==> config.mk <==
export PLATFORM = sky130hd
export DESIGN_NAME = spi_slave_rx_flat
export DESIGN_NICKNAME = d
export VERILOG_FILES = /design/src/rtl/spi_slave_rx_if.sv /design/src/rtl/spi_slave_rx.sv /design/src/flat_wrapper.sv
export SDC_FILE = /design/constraint.sdc
export NUM_CORES = 1
export LEC_CHECK = 0
export BUFFER_PORTS_ARGS = -buffer_cell sky130_fd_sc_hd__buf_2
export CAP_MARGIN = 20
export CORE_MARGIN = 1.5
export CORE_UTILIZATION = 55
export DETAILED_ROUTE_END_ITERATION = 8
export PLACE_DENSITY_LB_ADDON = 0.1
export SLEW_MARGIN = 30
export SYNTH_ARGS = -nofsm -noshare
export SYNTH_HDL_FRONTEND = slang
export SYNTH_SLANG_ARGS = --single-unit
export TNS_END_PERCENT = 1
==> constraint.sdc <==
create_clock -name clk -period 2.5 [get_ports clk]
set_input_delay 0.25 -clock clk [delete_from_list [all_inputs] [get_ports clk]]
set_output_delay 0.25 -clock clk [all_outputs]
set_load 0.01 [all_outputs]
==> src/rtl/spi_slave_rx_if.sv <==
// SPI slave bus bundle: serial pins from the master plus the parallel
// word/status side seen by the local logic.
interface spi_slave_rx_if #(parameter int DATA_WIDTH = 16);
  logic                  s_clk;
  logic                  cs_n;
  logic                  mosi;
  logic                  miso;
  logic [DATA_WIDTH-1:0] tx_data;
  logic [DATA_WIDTH-1:0] rx_data;
  logic                  rx_valid;
  logic                  frame_err;
  logic                  busy;

  modport slave (
    input  s_clk, cs_n, mosi, tx_data,
    output miso, rx_data, rx_valid, frame_err, busy
  );

  modport master (
    output s_clk, cs_n, mosi, tx_data,
    input  miso, rx_data, rx_valid, frame_err, busy
  );
endinterface

==> src/rtl/spi_slave_rx.sv <==
// Oversampled SPI slave: synchronises s_clk/cs_n/mosi into clk, samples mosi
// on s_clk falling edges, returns tx_data MSB-first on miso, and reports each
// frame as either a good word (rx_valid) or a bad bit count (frame_err).
module spi_slave_rx #(
  parameter int DATA_WIDTH  = 16,
  parameter int SYNC_STAGES = 2
) (
  input  logic         clk,
  input  logic         rst,
  spi_slave_rx_if.slave bus
);
  localparam int W  = DATA_WIDTH;
  localparam int CW = $clog2(W + 1);
  localparam logic [CW-1:0] FULL = CW'(W);

  typedef enum logic [1:0] {IDLE, RECV, DONE} state_t;

  logic [SYNC_STAGES-1:0] sclk_sync, cs_sync, mosi_sync;
  logic                   sclk_d, cs_d;
  logic                   sclk_s, cs_s, mosi_s;
  logic                   sclk_fall, sclk_rise, cs_fall, cs_rise;
  logic [SYNC_STAGES:0]   vld_pipe;
  logic                   armed;

  state_t         state, state_next;
  logic [W-1:0]   shift_reg, shift_in_val;
  logic [W-2:0]   tx_sr;
  logic [CW-1:0]  bit_cnt, cnt_inc, cnt_after;
  logic           overrun;
  logic           miso_r, rx_valid_r, frame_err_r;
  logic [W-1:0]   rx_data_r;
  logic           do_load, do_shift_in, do_shift_out, do_commit, do_err, set_overrun;

  assign sclk_s    = sclk_sync[SYNC_STAGES-1];
  assign cs_s      = cs_sync[SYNC_STAGES-1];
  assign mosi_s    = mosi_sync[SYNC_STAGES-1];
  assign sclk_fall = sclk_d & ~sclk_s;
  assign sclk_rise = ~sclk_d & sclk_s;
  assign cs_fall   = cs_d & ~cs_s;
  assign cs_rise   = ~cs_d & cs_s;

  assign shift_in_val = {shift_reg[W-2:0], mosi_s};
  assign cnt_inc      = (bit_cnt == FULL) ? bit_cnt : bit_cnt + CW'(1);

  // Synchronisers and edge-detect delay flops; idle levels on reset so no
  // phantom edges appear at release.
  always_ff @(posedge clk or posedge rst) begin
    if (rst) begin
      sclk_sync <= '1;
      cs_sync   <= '1;
      mosi_sync <= '0;
      sclk_d    <= 1'b1;
      cs_d      <= 1'b1;
    end else begin
      sclk_sync <= {sclk_sync[SYNC_STAGES-2:0], bus.s_clk};
      cs_sync   <= {cs_sync[SYNC_STAGES-2:0], bus.cs_n};
      mosi_sync <= {mosi_sync[SYNC_STAGES-2:0], bus.mosi};
      sclk_d    <= sclk_s;
      cs_d      <= cs_s;
    end
  end

  // Arm only after the synchroniser holds real samples and cs_n is seen HIGH,
  // so a frame already running at reset release is ignored.
  always_ff @(posedge clk or posedge rst) begin
    if (rst) begin
      vld_pipe <= '0;
      armed    <= 1'b0;
    end else begin
      vld_pipe <= {vld_pipe[SYNC_STAGES-1:0], 1'b1};
      if (vld_pipe[SYNC_STAGES] && cs_s) armed <= 1'b1;
    end
  end

  // FSM state register.
  always_ff @(posedge clk or posedge rst) begin
    if (rst) state <= IDLE;
    else     state <= state_next;
  end

  // Next state and datapath strobes. A cs_rise landing with the last
  // sclk_fall still counts the bit before judging the frame.
  always_comb begin
    state_next   = state;
    do_load      = 1'b0;
    do_shift_in  = 1'b0;
    do_shift_out = 1'b0;
    do_commit    = 1'b0;
    do_err       = 1'b0;
    set_overrun  = 1'b0;
    cnt_after    = bit_cnt;
    case (state)
      IDLE: begin
        if (armed && cs_fall) begin
          do_load    = 1'b1;
          state_next = RECV;
        end
      end
      RECV: begin
        do_shift_in  = sclk_fall;
        cnt_after    = sclk_fall ? cnt_inc : bit_cnt;
        do_shift_out = sclk_rise && (bit_cnt < FULL);
        if (cs_rise) begin
          state_next = IDLE;
          if (cnt_after == FULL) do_commit = 1'b1;
          else                   do_err    = 1'b1;
        end else if (cnt_after == FULL) begin
          state_next = DONE;
        end
      end
      DONE: begin
        set_overrun = sclk_fall;
        if (cs_rise) begin
          state_next = IDLE;
          if (overrun || sclk_fall) do_err    = 1'b1;
          else                      do_commit = 1'b1;
        end
      end
      default: state_next = IDLE;
    endcase
  end

  // Datapath: shift registers, bit counter, miso and the result pulses.
  always_ff @(posedge clk or posedge rst) begin
    if (rst) begin
      shift_reg   <= '0;
      tx_sr       <= '0;
      bit_cnt     <= '0;
      overrun     <= 1'b0;
      miso_r      <= 1'b0;
      rx_data_r   <= '0;
      rx_valid_r  <= 1'b0;
      frame_err_r <= 1'b0;
    end else begin
      rx_valid_r  <= do_commit;
      frame_err_r <= do_err;
      if (do_load) begin
        tx_sr   <= bus.tx_data[W-2:0];
        miso_r  <= bus.tx_data[W-1];
        bit_cnt <= '0;
        overrun <= 1'b0;
      end
      if (do_shift_in) begin
        shift_reg <= shift_in_val;
        bit_cnt   <= cnt_inc;
      end
      if (set_overrun) overrun <= 1'b1;
      if (do_shift_out) begin
        miso_r <= tx_sr[W-2];
        tx_sr  <= {tx_sr[W-3:0], 1'b0};
      end
      if (do_commit) rx_data_r <= do_shift_in ? shift_in_val : shift_reg;
      if (state != IDLE && state_next == IDLE) miso_r <= 1'b0;
    end
  end

  assign bus.miso      = miso_r;
  assign bus.rx_data   = rx_data_r;
  assign bus.rx_valid  = rx_valid_r;
  assign bus.frame_err = frame_err_r;
  assign bus.busy      = (state != IDLE);
endmodule
==> src/flat_wrapper.sv <==
// flat-port wrapper written by rule: the top's interface ports become plain ports
module spi_slave_rx_flat 
#(
  parameter int DATA_WIDTH  = 16,
  parameter int SYNC_STAGES = 2
)
  (clk, rst, bus_s_clk, bus_cs_n, bus_mosi, bus_tx_data, bus_miso, bus_rx_data, bus_rx_valid, bus_frame_err, bus_busy);
  spi_slave_rx_if #(.DATA_WIDTH(DATA_WIDTH)) bus_i ();
  input  logic clk;
  input  logic rst;
  input wire logic [$bits(bus_i.s_clk)-1:0] bus_s_clk;
  input wire logic [$bits(bus_i.cs_n)-1:0] bus_cs_n;
  input wire logic [$bits(bus_i.mosi)-1:0] bus_mosi;
  input wire logic [$bits(bus_i.tx_data)-1:0] bus_tx_data;
  output wire logic [$bits(bus_i.miso)-1:0] bus_miso;
  output wire logic [$bits(bus_i.rx_data)-1:0] bus_rx_data;
  output wire logic [$bits(bus_i.rx_valid)-1:0] bus_rx_valid;
  output wire logic [$bits(bus_i.frame_err)-1:0] bus_frame_err;
  output wire logic [$bits(bus_i.busy)-1:0] bus_busy;
  assign bus_i.s_clk = bus_s_clk;
  assign bus_i.cs_n = bus_cs_n;
  assign bus_i.mosi = bus_mosi;
  assign bus_i.tx_data = bus_tx_data;
  assign bus_miso = bus_i.miso;
  assign bus_rx_data = bus_i.rx_data;
  assign bus_rx_valid = bus_i.rx_valid;
  assign bus_frame_err = bus_i.frame_err;
  assign bus_busy = bus_i.busy;
  spi_slave_rx #(.DATA_WIDTH(DATA_WIDTH), .SYNC_STAGES(SYNC_STAGES)) u_core (.clk(clk), .rst(rst), .bus(bus_i));
endmodule
==> key figures, run 1 <==
Timing
  – Final count of pins violating max slew: 0
  – Summed negative setup slack over all endpoints: 0 ns
  – Relative slew slack: 57.37%
  – Final Setup Violations: 0
  – Tcrit/Tclk final: 87.09%
  – Actual slew at the worst max-slew pin: 0.6385 ns
  – Maximum clock frequency: 459.3 MHz
  – Minimum hold slack: -0.006208 ns
  – Hold violation count in the final report: 25
  – Clock Skew: 0.009588 ns
  – RSZ-0062 raised after global routing: false
  – Final critical-path required period: 2.177 ns

Cells and area
  – Antenna cells: 0
  – Fill cell total of the finished layout: 407
  – Share of layout cells above drive strength 1: 39.71%
  – Relative area change from synthesis to final layout: 18.42%
  – Number of nets in the final layout: 299

Worst setup path
  – Arrival time of data at the critical path endpoint: 2.41 ns
  – Crit path capture type: register
  – Required time at the worst-slack endpoint: 2.73 ns
  – Critical Path Start Type: register
  – Critical path class: register to register
  – Maximum fanout along the worst path: 17

GRT
  – Initial antenna violation count: 0
  – Global router's overall resource usage: 18.19%
  – Overflow left after global routing: 0
  – Vias in the first global route: 1,870
  – Largest net degree at the start of global routing: 42
  – Global-route wire length before repair: 8314 µm

CTS
  – Count of instances resized after the clock tree is built: 0
  – CTS H-Tree Depth: 3
  – Inserted Clock Buffers: 9
  – Root buffer cell: sky130_fd_sc_hd__clkbuf_8
  – Clock-pin slew of the registers on the worst-case setup and hold paths: 0.07 ns
  – Maximum clock path buffer count: 2
  – Clock latency on the worst-skew pair: 0.34 ns
  – Clock tree from TritonCTS: built
  – Clock Sink Count: 70

Die
  – DIE WIDTH: 76.38 µm
  – Ports placed on the boundary: 41
  – Initial standard-cell utilization of the core: 57.62%
  – Die area: 5834 µm²
  – Vert. Die Dim: 76.38 µm
  – Core region area: 5140 µm²
  – Number of core rows: 26

Drt
  – Number of nets with antenna violations after detailed routing: 0
  – DR DRC count: 0
  – Overall via count from detail_route: 1,820
  – Drt first pass iters: 4
  – Number of vias per cell: 5.245
  – Routed length per instance: 13.99 µm
  – Detailed router's first-iteration violation count: 111
  – Total Wirelength: 4856 µm

Placement
  – Half-perimeter wire length of the detailed placement result: 3266 µm
  – Gp weighted congestion: 0.8790
  – Port Buffers: 40

Run status
  – Result of the run: complete, but fails checks
  – Failing checks: hold timing

Job
  – Max-capacitance violation count: 0

Synthesis
  – Synth Warn #: 0
  – Leading register cell type out of synthesis: sky130_fd_sc_hd__dfrtp_1
  – Async set-reset flop share out of synthesis: 100.0%
  – Part of the Yosys area used for sequential elements: 59.40%
  – Flip-flop and latch count after synthesis: 70
  – Number of flops mapped to enable cells by yosys: 0
  – Nets in the synthesized netlist: 248
  – Area contributors post-synth: sky130_fd_sc_hd__dfrtp_1 54%, sky130_fd_sc_hd__mux2_2 8.7%, sky130_fd_sc_hd__mux2i_1 5.4%, sky130_fd_sc_hd__dfstp_2 5.3%, sky130_fd_sc_hd__mux2_4 4.6%
  – Leading cell type by number of instances after synthesis: sky130_fd_sc_hd__dfrtp_1
  – Synth cell count leaders: 64 x sky130_fd_sc_hd__dfrtp_1, 23 x sky130_fd_sc_hd__mux2_2, 21 x sky130_fd_sc_hd__o21ai_0
  – Cells after synthesis: 221
  – Synth unique cells: 42
  – Syn Area/Cell: 13.40 µm²
  – Post-Synthesis Cell Area: 2962 µm²
  – Cell taking the most area after synthesis: sky130_fd_sc_hd__dfrtp_1
  – Top-area cell type share of the netlist area: 54.08%

Pwr
  – Internal Power: 2.179 mW
  – Total power density per cell area: 857.8 nW/µm²
  – Clock share of power: 31.0%
  – Combinational share of power: 19.4%
  – Maximum VDD drop: 0.5050 mV
  – Proportion of power drawn by flip-flops and latches: 49.6%
  – Switching fraction of total power: 27.58%
  – Net switching power: 0.8297 mW
  – Tot Pwr: 3.008 mW
  – Reported leakage power: 1.796 nW

Hold path
  – Worst hold-check path type: primary input to async pin
==> area by class of cell <==
cell class / count / area [µm²] / share of cell area [%]
sequential: 70 / 1759 / 50.16
clock inverter: 3 / 42.54 / 1.213
multi-input combinational: 135 / 1125 / 32.07
timing repair buffer: 49 / 297.8 / 8.491
clock buffer: 13 / 168.9 / 4.816
tap: 70 / 87.58 / 2.497
inverter: 7 / 26.28 / 0.7492
==> stage by stage <==
| step | setup WS [ns] | cell area [µm²] | utilization [%] | hold WS [ns] | std cells |
|---|---|---|---|---|---|
| 6_report | 0.3227 | 3507 | 68.23 | -0.006208 | 347 |
| 5_1_grt | 0.1809 | 3507 | 68.23 | 0.009766 | 347 |
| 4_1_cts | 0.3013 | 3507 | 68.23 | 0.005277 | 347 |
| 3_5_place_dp | 0.3255 | 3276 | 63.73 | 0.3347 | 329 |
| 3_3_place_gp | 0.3911 | 3276 | 63.73 | 0.3311 | 329 |
| 2_1_floorplan | 0.4147 | 2962 | - | 0.2545 | 221 |
==> cell families after synthesis <==
group / Yosys count / synth area share [%]
and+or+nand+nor: 41 / 7.521
muxes: 48 / 18.72
buffers and inverters: 16 / 3.126
xor gates and xnor gates: 4 / 1.183
DFF: 70 / 59.40
adders and majority gates: 6 / 2.535
other: 1 / 0.1266
AOI/OAI and AO/OA: 35 / 7.393
==> worst paths after layout <==
| check | startpoint | to | slack (ns) | cells past startpoint |
|---|---|---|---|---|
| min | rst | u_core.tx_sr[10] | -0.006 | 2 |
| max in group asynchronous | rst | u_core.cs_d | 1.81 | 3 |
| max reg2reg | u_core.bit_cnt[0] | u_core.bus.rx_data[10] | 0.32 | 8 |
| min in group clk | bus_mosi | u_core.mosi_sync[0] | 0.02 | 1 |
| min reg2reg | u_core.vld_pipe[0] | u_core.vld_pipe[1] | 0.35 | 0 |
| max | u_core.bit_cnt[0] | u_core.bus.rx_data[10] | 0.32 | 8 |
==> placed cells by master, fill, tap and decap left out, types with 2 or more instances in the layout <==
| cell type | instances |
|---|---|
| sky130_fd_sc_hd__dlygate4sd3_1 | 2 |
| sky130_fd_sc_hd__buf_12 | 2 |
| sky130_fd_sc_hd__buf_2 | 40 |
| sky130_fd_sc_hd__mux2_2 | 23 |
| sky130_fd_sc_hd__a21o_1 | 2 |
| sky130_fd_sc_hd__o21ai_0 | 21 |
| sky130_fd_sc_hd__nand2_1 | 19 |
| sky130_fd_sc_hd__inv_1 | 6 |
| sky130_fd_sc_hd__clkbuf_8 | 12 |
| sky130_fd_sc_hd__ha_1 | 6 |
| sky130_fd_sc_hd__xnor2_1 | 3 |
| sky130_fd_sc_hd__dfrtp_1 | 64 |
| sky130_fd_sc_hd__nand3_1 | 7 |
| sky130_fd_sc_hd__mux2i_1 | 16 |
| sky130_fd_sc_hd__a21oi_1 | 3 |
| sky130_fd_sc_hd__buf_4 | 5 |
| sky130_fd_sc_hd__dfstp_2 | 6 |
| sky130_fd_sc_hd__a211oi_1 | 2 |
| sky130_fd_sc_hd__mux2_4 | 9 |
| sky130_fd_sc_hd__nor2_1 | 2 |
==> worst max-delay path, cell delays in order (launching register included) <==
cell,delay [ns]
sky130_fd_sc_hd__dfrtp_1,0.40
sky130_fd_sc_hd__inv_1,0.08
sky130_fd_sc_hd__ha_1,0.19
sky130_fd_sc_hd__and4bb_2,0.26
sky130_fd_sc_hd__xnor2_1,0.22
sky130_fd_sc_hd__nand4_2,0.19
sky130_fd_sc_hd__a21oi_4,0.20
sky130_fd_sc_hd__buf_12,0.18
sky130_fd_sc_hd__mux2_2,0.34
==> power by group through the flow <==
stage          clock (mW)  combinational, mW  sequential [mW]
3_3_place_gp            0              0.569             1.50
6_report            0.933              0.584             1.49
3_5_place_dp            0              0.584             1.51
2_1_floorplan           0              0.449             1.47
5_1_grt             0.997              0.662             1.52
4_1_cts             0.955              0.592             1.49
==> routing by layer <==
metal	GRT usage [%]	share of wire (%)
met2	29.02	47
met4	11.67	2.9
met5	0	0
met3	3.473	3.6
met1	22.79	46
==> timing repair <==
| item | 4_1_cts | 5_1_grt |
|---|---|---|
| hold endpoints to repair | 2 | 0 |
| hold buffers | 2 | 0 |
| setup endpoints to repair | 0 | 0 |
| setup buffers | 0 | 0 |
Note: power is estimated with default switching activity, not from simulation.
==> run 2, diff against run 1 <==
GPL_TIMING_DRIVEN = 0   (was default)
==> run 2 against run 1 <==
Compared with the run above: the run now ends clean; sequential share of layout area about the same; setup slack lost 0.12 ns; final cell count increased by 1.7%; utilization is essentially flat; highest routed layer unchanged; critical path type unchanged; sequential power about the same; via count increased by 1.0%; clock skew rose by 0.0037 ns.
==> key figures, run 2 (synthesized netlist as in run 1, its figures left out) <==
GRT
  – Largest net degree at the start of global routing: 54 (was 42)
  – Overflow left after global routing: 0 (unchanged)
  – Vias in the first global route: 1,906 (was 1,870)
  – Global router's overall resource usage: 19.29% (was 18.19%)
  – Initial antenna violation count: 0 (unchanged)
  – Global-route wire length before repair: 8714 µm (was 8314 µm)

Die
  – Core region area: 5140 µm² (unchanged)
  – Ports placed on the boundary: 41 (unchanged)
  – Vert. Die Dim: 76.38 µm (unchanged)
  – Initial standard-cell utilization of the core: 57.62% (unchanged)
  – Number of core rows: 26 (unchanged)
  – Die area: 5834 µm² (unchanged)
  – DIE WIDTH: 76.38 µm (unchanged)

Drt
  – Total Wirelength: 5069 µm (was 4856 µm)
  – Drt first pass iters: 4 (unchanged)
  – Routed length per instance: 14.36 µm (was 13.99 µm)
  – Overall via count from detail_route: 1,839 (was 1,820)
  – DR DRC count: 0 (unchanged)
  – Detailed router's first-iteration violation count: 140 (was 111)
  – Number of nets with antenna violations after detailed routing: 0 (unchanged)
  – Number of vias per cell: 5.210 (was 5.245)

Placement
  – Placed Cells incl. Taps: 332 (was 329)
  – Port Buffers: 40 (unchanged)
  – Gp weighted congestion: 0.8381 (was 0.8790)
  – Half-perimeter wire length of the detailed placement result: 3536 µm (was 3266 µm)

Timing
  – Final critical-path required period: 2.300 ns (was 2.177 ns)
  – Relative slew slack: 58.23% (was 57.37%)
  – Clock Skew: 0.01329 ns (was 0.009588 ns)
  – Final count of pins violating max slew: 0 (unchanged)
  – Minimum hold slack: 0.01203 ns (was -0.006208 ns)
  – Final Setup Violations: 0 (unchanged)
  – Actual slew at the worst max-slew pin: 0.6181 ns (was 0.6385 ns)
  – RSZ-0062 raised after global routing: false (unchanged)
  – Hold violation count in the final report: 0 (was 25)
  – Maximum clock frequency: 434.8 MHz (was 459.3 MHz)
  – Tcrit/Tclk final: 92.00% (was 87.09%)

CTS
  – Clock-pin slew of the registers on the worst-case setup and hold paths: 0.07 ns (about the same)
  – Inserted Clock Buffers: 9 (unchanged)
  – Clock latency on the worst-skew pair: 0.34 ns (about the same)
  – Clock Sink Count: 70 (unchanged)
  – Maximum clock path buffer count: 2 (unchanged)
  – Root buffer cell: sky130_fd_sc_hd__clkbuf_8 (unchanged)
  – CTS H-Tree Depth: 3 (unchanged)
  – Clock tree from TritonCTS: built (unchanged)

Cells and area
  – Antenna cells: 0 (unchanged)
  – Top library cells by usage in the layout, fill and taps aside: 64 x sky130_fd_sc_hd__dfrtp_1, 41 x sky130_fd_sc_hd__buf_2, 23 x sky130_fd_sc_hd__mux2_2 (was 64 x sky130_fd_sc_hd__dfrtp_1, 40 x sky130_fd_sc_hd__buf_2, 23 x sky130_fd_sc_hd__mux2_2)
  – Relative area change from synthesis to final layout: 18.46% (was 18.42%)
  – Count of non-filler cells in the finished layout: 353 (was 347)
  – Commonest non-fill, non-tap cell in the layout: sky130_fd_sc_hd__dfrtp_1 (unchanged)
  – Share of layout cells above drive strength 1: 38.87% (was 39.71%)
  – Number of nets in the final layout: 305 (was 299)

Pwr
  – Proportion of power drawn by flip-flops and latches: 51.2% (was 49.6%)
  – Net switching power: 0.8439 mW (was 0.8297 mW)
  – Combinational share of power: 20.1% (was 19.4%)
  – Internal Power: 2.073 mW (was 2.179 mW)
  – Maximum VDD drop: 0.5098 mV (was 0.5050 mV)
  – Clock share of power: 28.7% (was 31.0%)
  – Switching fraction of total power: 28.93% (was 27.58%)
  – Total power density per cell area: 831.3 nW/µm² (was 857.8 nW/µm²)
  – Reported leakage power: 1.801 nW (was 1.796 nW)

Worst setup path
  – Critical path class: register to register (unchanged)
  – Cell family contributing the most delay on the critical path: simple AND/OR/NAND/NOR gates (unchanged)
  – Biggest cell delay along the critical path: 0.42 ns (was 0.40 ns)
  – Required time at the worst-slack endpoint: 2.72 ns (was 2.73 ns)
  – Chain of cells forming the critical path: inv_1 -> ha_1 -> and4bb_2 -> xnor2_1 -> nand4_2 -> a21oi_4 -> buf_4 -> mux2_2 (was inv_1 -> ha_1 -> and4bb_2 -> xnor2_1 -> nand4_2 -> a21oi_4 -> buf_12 -> mux2_2)
  – Slowest stage cell on the critical path: sky130_fd_sc_hd__dfrtp_1 (unchanged)
  – Critical Path Start Type: register (unchanged)
  – Crit path capture type: register (unchanged)
  – Arrival time of data at the critical path endpoint: 2.52 ns (was 2.41 ns)
  – Maximum fanout along the worst path: 5 (was 17)
  – WP buf/inv: 2 (unchanged)

Hold path
  – Worst hold-check path type: primary input to register (was primary input to async pin)

Job
  – Max-capacitance violation count: 0 (unchanged)

Run status
  – Result of the run: complete, no violations (was complete, but fails checks)
==> run 2: changes by cell type in the layout (fill, tap and decap cells not counted), sizes merged <==
cell,previous run,this run
buf,47,49
bufinv,1,0
clkbuf,13,17
clkinv,1,2
==> run 2: metrics by stage <==
step           total power [mW]  instance area [µm²]  util [%]  setup WS, ns  setup TNS, ns
6_report                  2.917                 3508     68.26        0.2000              0
4_1_cts                   2.941                 3476     67.62        0.1097              0
5_1_grt                   3.099                 3508     68.26       0.03737              0
3_3_place_gp              2.060                 3249     63.22       -0.2970         -18.82
3_5_place_dp              2.103                 3279     63.80        0.1373              0
2_1_floorplan             1.923                 2962         -        0.4147              0
==> run 2: final cells by class <==
| class | count | area (µm²) |
|---|---|---|
| Buffer | 9 | 66.31 |
| Clock inverter | 3 | 17.52 |
| Clock buffer | 13 | 168.9 |
| Multi-Input combinational cell | 135 | 1110 |
| Fill cell | 405 | 1632 |
| Timing Repair Buffer | 46 | 270.3 |
| Inverter | 7 | 28.78 |
| Sequential cell | 70 | 1759 |
| Tap cell | 70 | 87.58 |
==> run 2: repair_timing <==
action	CTS	global route
endpoints found under the hold margin	17	1
buffers inserted	0	3
resized for setup	0	0
hold buffers	1	1
endpoints found under the setup margin	0	9
==> run 2: final timing paths <==
check / slack (ns) / endpoint / cells after the start / from
setup reg to reg: 0.20 / u_core.bus.rx_data[10] / 8 / u_core.bit_cnt[0]
hold reg to reg: 0.35 / u_core.vld_pipe[1] / 0 / u_core.vld_pipe[0]
max in group asynchronous: 1.52 / u_core.sclk_sync[1] / 4 / rst
min in group asynchronous: 0.40 / u_core.mosi_sync[0] / 3 / rst
setup / recovery: 0.20 / u_core.bus.rx_data[10] / 8 / u_core.bit_cnt[0]
hold / removal: 0.01 / u_core.cs_sync[0] / 1 / bus_cs_n
==> run 2: power groups by stage <==
stage | combinational, mW | sequential [mW] | clock [mW]
CTS | 0.595 | 1.49 | 0.854
global route | 0.669 | 1.53 | 0.902
floorplan | 0.449 | 1.47 | 0
detailed placement | 0.593 | 1.51 | 0
finish | 0.586 | 1.49 | 0.838
global placement | 0.560 | 1.50 | 0
==> run 2: routing by layer <==
metal | global-route usage, % | share of wire, % | wire length, µm
met5 | 0 | 0 | 0
met4 | 9.815 | 2.1 | 104
met3 | 3.952 | 4.3 | 217
met2 | 29.82 | 49 | 2464
met1 | 25.95 | 45 | 2283
==> run 3, diff against run 2 <==
clock period = 2.4 ns   (was 2.5 ns; I/O delays follow)
==> run 3 against run 2 <==
Compared with the run above: sequential cell count unchanged; count of clock-buffer cells in the layout is the same; worst hold slack better by 0.15 ns; critical path depth is the same; sequential power rose by 5%; wire length grew 1.5%; die area stayed put; fmax rose by 0.27%.
==> key figures, run 3 (synthesized netlist as in run 1, its figures left out) <==
Run status
  – Result of the run: complete, no violations (unchanged)

GRT
  – Global router's overall resource usage: 19.39% (was 19.29%)
  – Overflow left after global routing: 0 (unchanged)
  – Largest net degree at the start of global routing: 54 (unchanged)
  – Global-route wire length before repair: 8763 µm (was 8714 µm)
  – Initial antenna violation count: 0 (unchanged)
  – Vias in the first global route: 1,934 (was 1,906)

Die
  – Core region area: 5140 µm² (unchanged)
  – Initial standard-cell utilization of the core: 57.62% (unchanged)
  – Ports placed on the boundary: 41 (unchanged)
  – Number of core rows: 26 (unchanged)
  – Vert. Die Dim: 76.38 µm (unchanged)
  – Die area: 5834 µm² (unchanged)
  – DIE WIDTH: 76.38 µm (unchanged)

Pwr
  – Maximum VDD drop: 0.5308 mV (was 0.5098 mV)
  – Total power density per cell area: 860.8 nW/µm² (was 831.3 nW/µm²)
  – Reported leakage power: 1.816 nW (was 1.801 nW)

Drt
  – Routed length per instance: 14.49 µm (was 14.36 µm)
  – Number of nets with antenna violations after detailed routing: 0 (unchanged)
  – Number of vias per cell: 5.186 (was 5.210)
  – Total Wirelength: 5144 µm (was 5069 µm)
  – DR DRC count: 0 (unchanged)
  – Detailed router's first-iteration violation count: 94 (was 140)
  – Drt first pass iters: 4 (unchanged)
  – Overall via count from detail_route: 1,841 (was 1,839)

CTS
  – Maximum clock path buffer count: 2 (unchanged)
  – Clock Sink Count: 70 (unchanged)
  – Clock tree from TritonCTS: built (unchanged)
  – Clock latency on the worst-skew pair: 0.34 ns (about the same)
  – CTS H-Tree Depth: 3 (unchanged)
  – Root buffer cell: sky130_fd_sc_hd__clkbuf_8 (unchanged)
  – Clock-pin slew of the registers on the worst-case setup and hold paths: 0.07 ns (about the same)
  – Inserted Clock Buffers: 9 (unchanged)

Cells and area
  – Relative area change from synthesis to final layout: 19.60% (was 18.46%)
  – Commonest non-fill, non-tap cell in the layout: sky130_fd_sc_hd__dfrtp_1 (unchanged)
  – Share of layout cells above drive strength 1: 39.30% (was 38.87%)
  – Count of non-filler cells in the finished layout: 355 (was 353)
  – Number of nets in the final layout: 307 (was 305)
  – Post-route core utilization: 68.91% (was 68.26%)
  – Antenna cells: 0 (unchanged)
  – Top library cells by usage in the layout, fill and taps aside: 64 x sky130_fd_sc_hd__dfrtp_1, 41 x sky130_fd_sc_hd__buf_2, 23 x sky130_fd_sc_hd__mux2_2 (unchanged)

Job
  – Max-capacitance violation count: 0 (unchanged)

Timing
  – PnR worst setup slack: 0.1061 ns (was 0.2000 ns)
  – Relative slew slack: 57.72% (was 58.23%)
  – Minimum hold slack: 0.1571 ns (was 0.01203 ns)
  – Maximum clock frequency: 435.9 MHz (was 434.8 MHz)
  – Summed negative setup slack over all endpoints: 0 ns (unchanged)
  – Tcrit/Tclk final: 95.58% (was 92.00%)
  – Actual slew at the worst max-slew pin: 0.6341 ns (was 0.6181 ns)
  – Final count of pins violating max slew: 0 (unchanged)
  – Clock Skew: 0.01148 ns (was 0.01329 ns)
  – Final critical-path required period: 2.294 ns (was 2.300 ns)
  – Hold violation count in the final report: 0 (unchanged)
  – Final Setup Violations: 0 (unchanged)

Placement
  – Port Buffers: 40 (unchanged)
  – Half-perimeter wire length of the detailed placement result: 3536 µm (unchanged)
  – Gp weighted congestion: 0.8381 (unchanged)
  – Setup slack after placement: 0.03730 ns (was 0.1373 ns)
  – Placed Cells incl. Taps: 332 (unchanged)

Hold path
  – Hold-critical path depth: 3 (was 1)
  – Worst hold-check path type: primary input to register (unchanged)

Worst setup path
  – Cell family contributing the most delay on the critical path: simple AND/OR/NAND/NOR gates (unchanged)
  – Worst flop-to-flop path endpoint: u_core.bus.rx_data[10] (unchanged)
  – Critical path class: register to register (unchanged)
  – End point of the critical path: u_core.bus.rx_data[10] (unchanged)
  – Setup slack of the most critical reg-to-reg path: 0.11 ns (was 0.20 ns)
  – Reg2Reg Depth: 8 (unchanged)
  – Cell count along the critical path: 8 (unchanged)
  – Chain of cells forming the critical path: inv_1 -> ha_1 -> and4bb_2 -> o211a_1 -> nand4_2 -> a21oi_4 -> buf_4 -> mux2_2 (was inv_1 -> ha_1 -> and4bb_2 -> xnor2_1 -> nand4_2 -> a21oi_4 -> buf_4 -> mux2_2)
  – Maximum fanout along the worst path: 5 (unchanged)
  – Critical Path Start Type: register (unchanged)
  – Launching element of the worst setup path: u_core.bit_cnt[0] (unchanged)
  – Crit path capture type: register (unchanged)
  – Launch instance of the worst register-to-register path: u_core.bit_cnt[0] (unchanged)
  – Required time at the worst-slack endpoint: 2.62 ns (was 2.72 ns)
  – Biggest cell delay along the critical path: 0.43 ns (was 0.42 ns)
  – Arrival time of data at the critical path endpoint: 2.52 ns (about the same)
  – WP buf/inv: 2 (unchanged)
  – Slowest stage cell on the critical path: sky130_fd_sc_hd__dfrtp_1 (unchanged)
-- run 3: cell count changes in the layout (fill, tap and decap cells not counted), sizes merged --
cell         delta
dlygate4sd3     +2
-- run 3: worst min-delay path: stages --
cell                      delay [ns]
sky130_fd_sc_hd__buf_2          0.08
sky130_fd_sc_hd__mux2i_1        0.05
sky130_fd_sc_hd__nor2_1         0.08
-- run 3: what timing repair did --
action / 4_1_cts / 5_1_grt
hold endpoints to repair: 20 / 0
endpoints found under the setup margin: 0 / 12
buffers inserted: 0 / 3
hold buffers: 4 / 0
gates resized for setup: 0 / 2
-- run 3: how the worst min path moves through the flow --
stage                   startpoint                  end  slack, ns
2_1_floorplan             bus_cs_n    u_core.cs_sync[0]       0.24
3_5_place_dp                   rst  u_core.bus.rx_valid       0.20
3_3_place_gp   u_core.mosi_sync[0]  u_core.mosi_sync[1]       0.33
4_1_cts             bus_tx_data[0]      u_core.tx_sr[0]       0.15
5_1_grt             bus_tx_data[0]      u_core.tx_sr[0]       0.16
6_report            bus_tx_data[0]      u_core.tx_sr[0]       0.16
-- run 3: layout make-up --
type	instances	area [µm²]
fill	403	1598
clock buffer	13	168.9
buffer	9	66.31
multi-input combinational	135	1124
tap	70	87.58
clock inverter	3	17.52
timing repair buffer	48	290.3
sequential	70	1759
inverter	7	28.78
-- run 3: metrics by stage --
step,power (mW),area [µm²]
2_1_floorplan,2.003,2962
3_3_place_gp,2.146,3249
3_5_place_dp,2.190,3279
4_1_cts,3.068,3506
5_1_grt,3.238,3542
6_report,3.049,3542
-- run 3: where the power goes --
group          switching (mW)  internal, mW
sequential              0.143          1.42
combinational           0.327         0.294
clock                   0.412         0.457
total                   0.882          2.17
-- run 3: routing by layer --
metal  part of all wire, %  global-route usage (%)  wire length, µm
met5                     0                       0                0
met4                   2.0                   10.00              102
met3                   3.2                   3.952              164
met2                    49                   30.27             2519
met1                    46                   25.79             2357
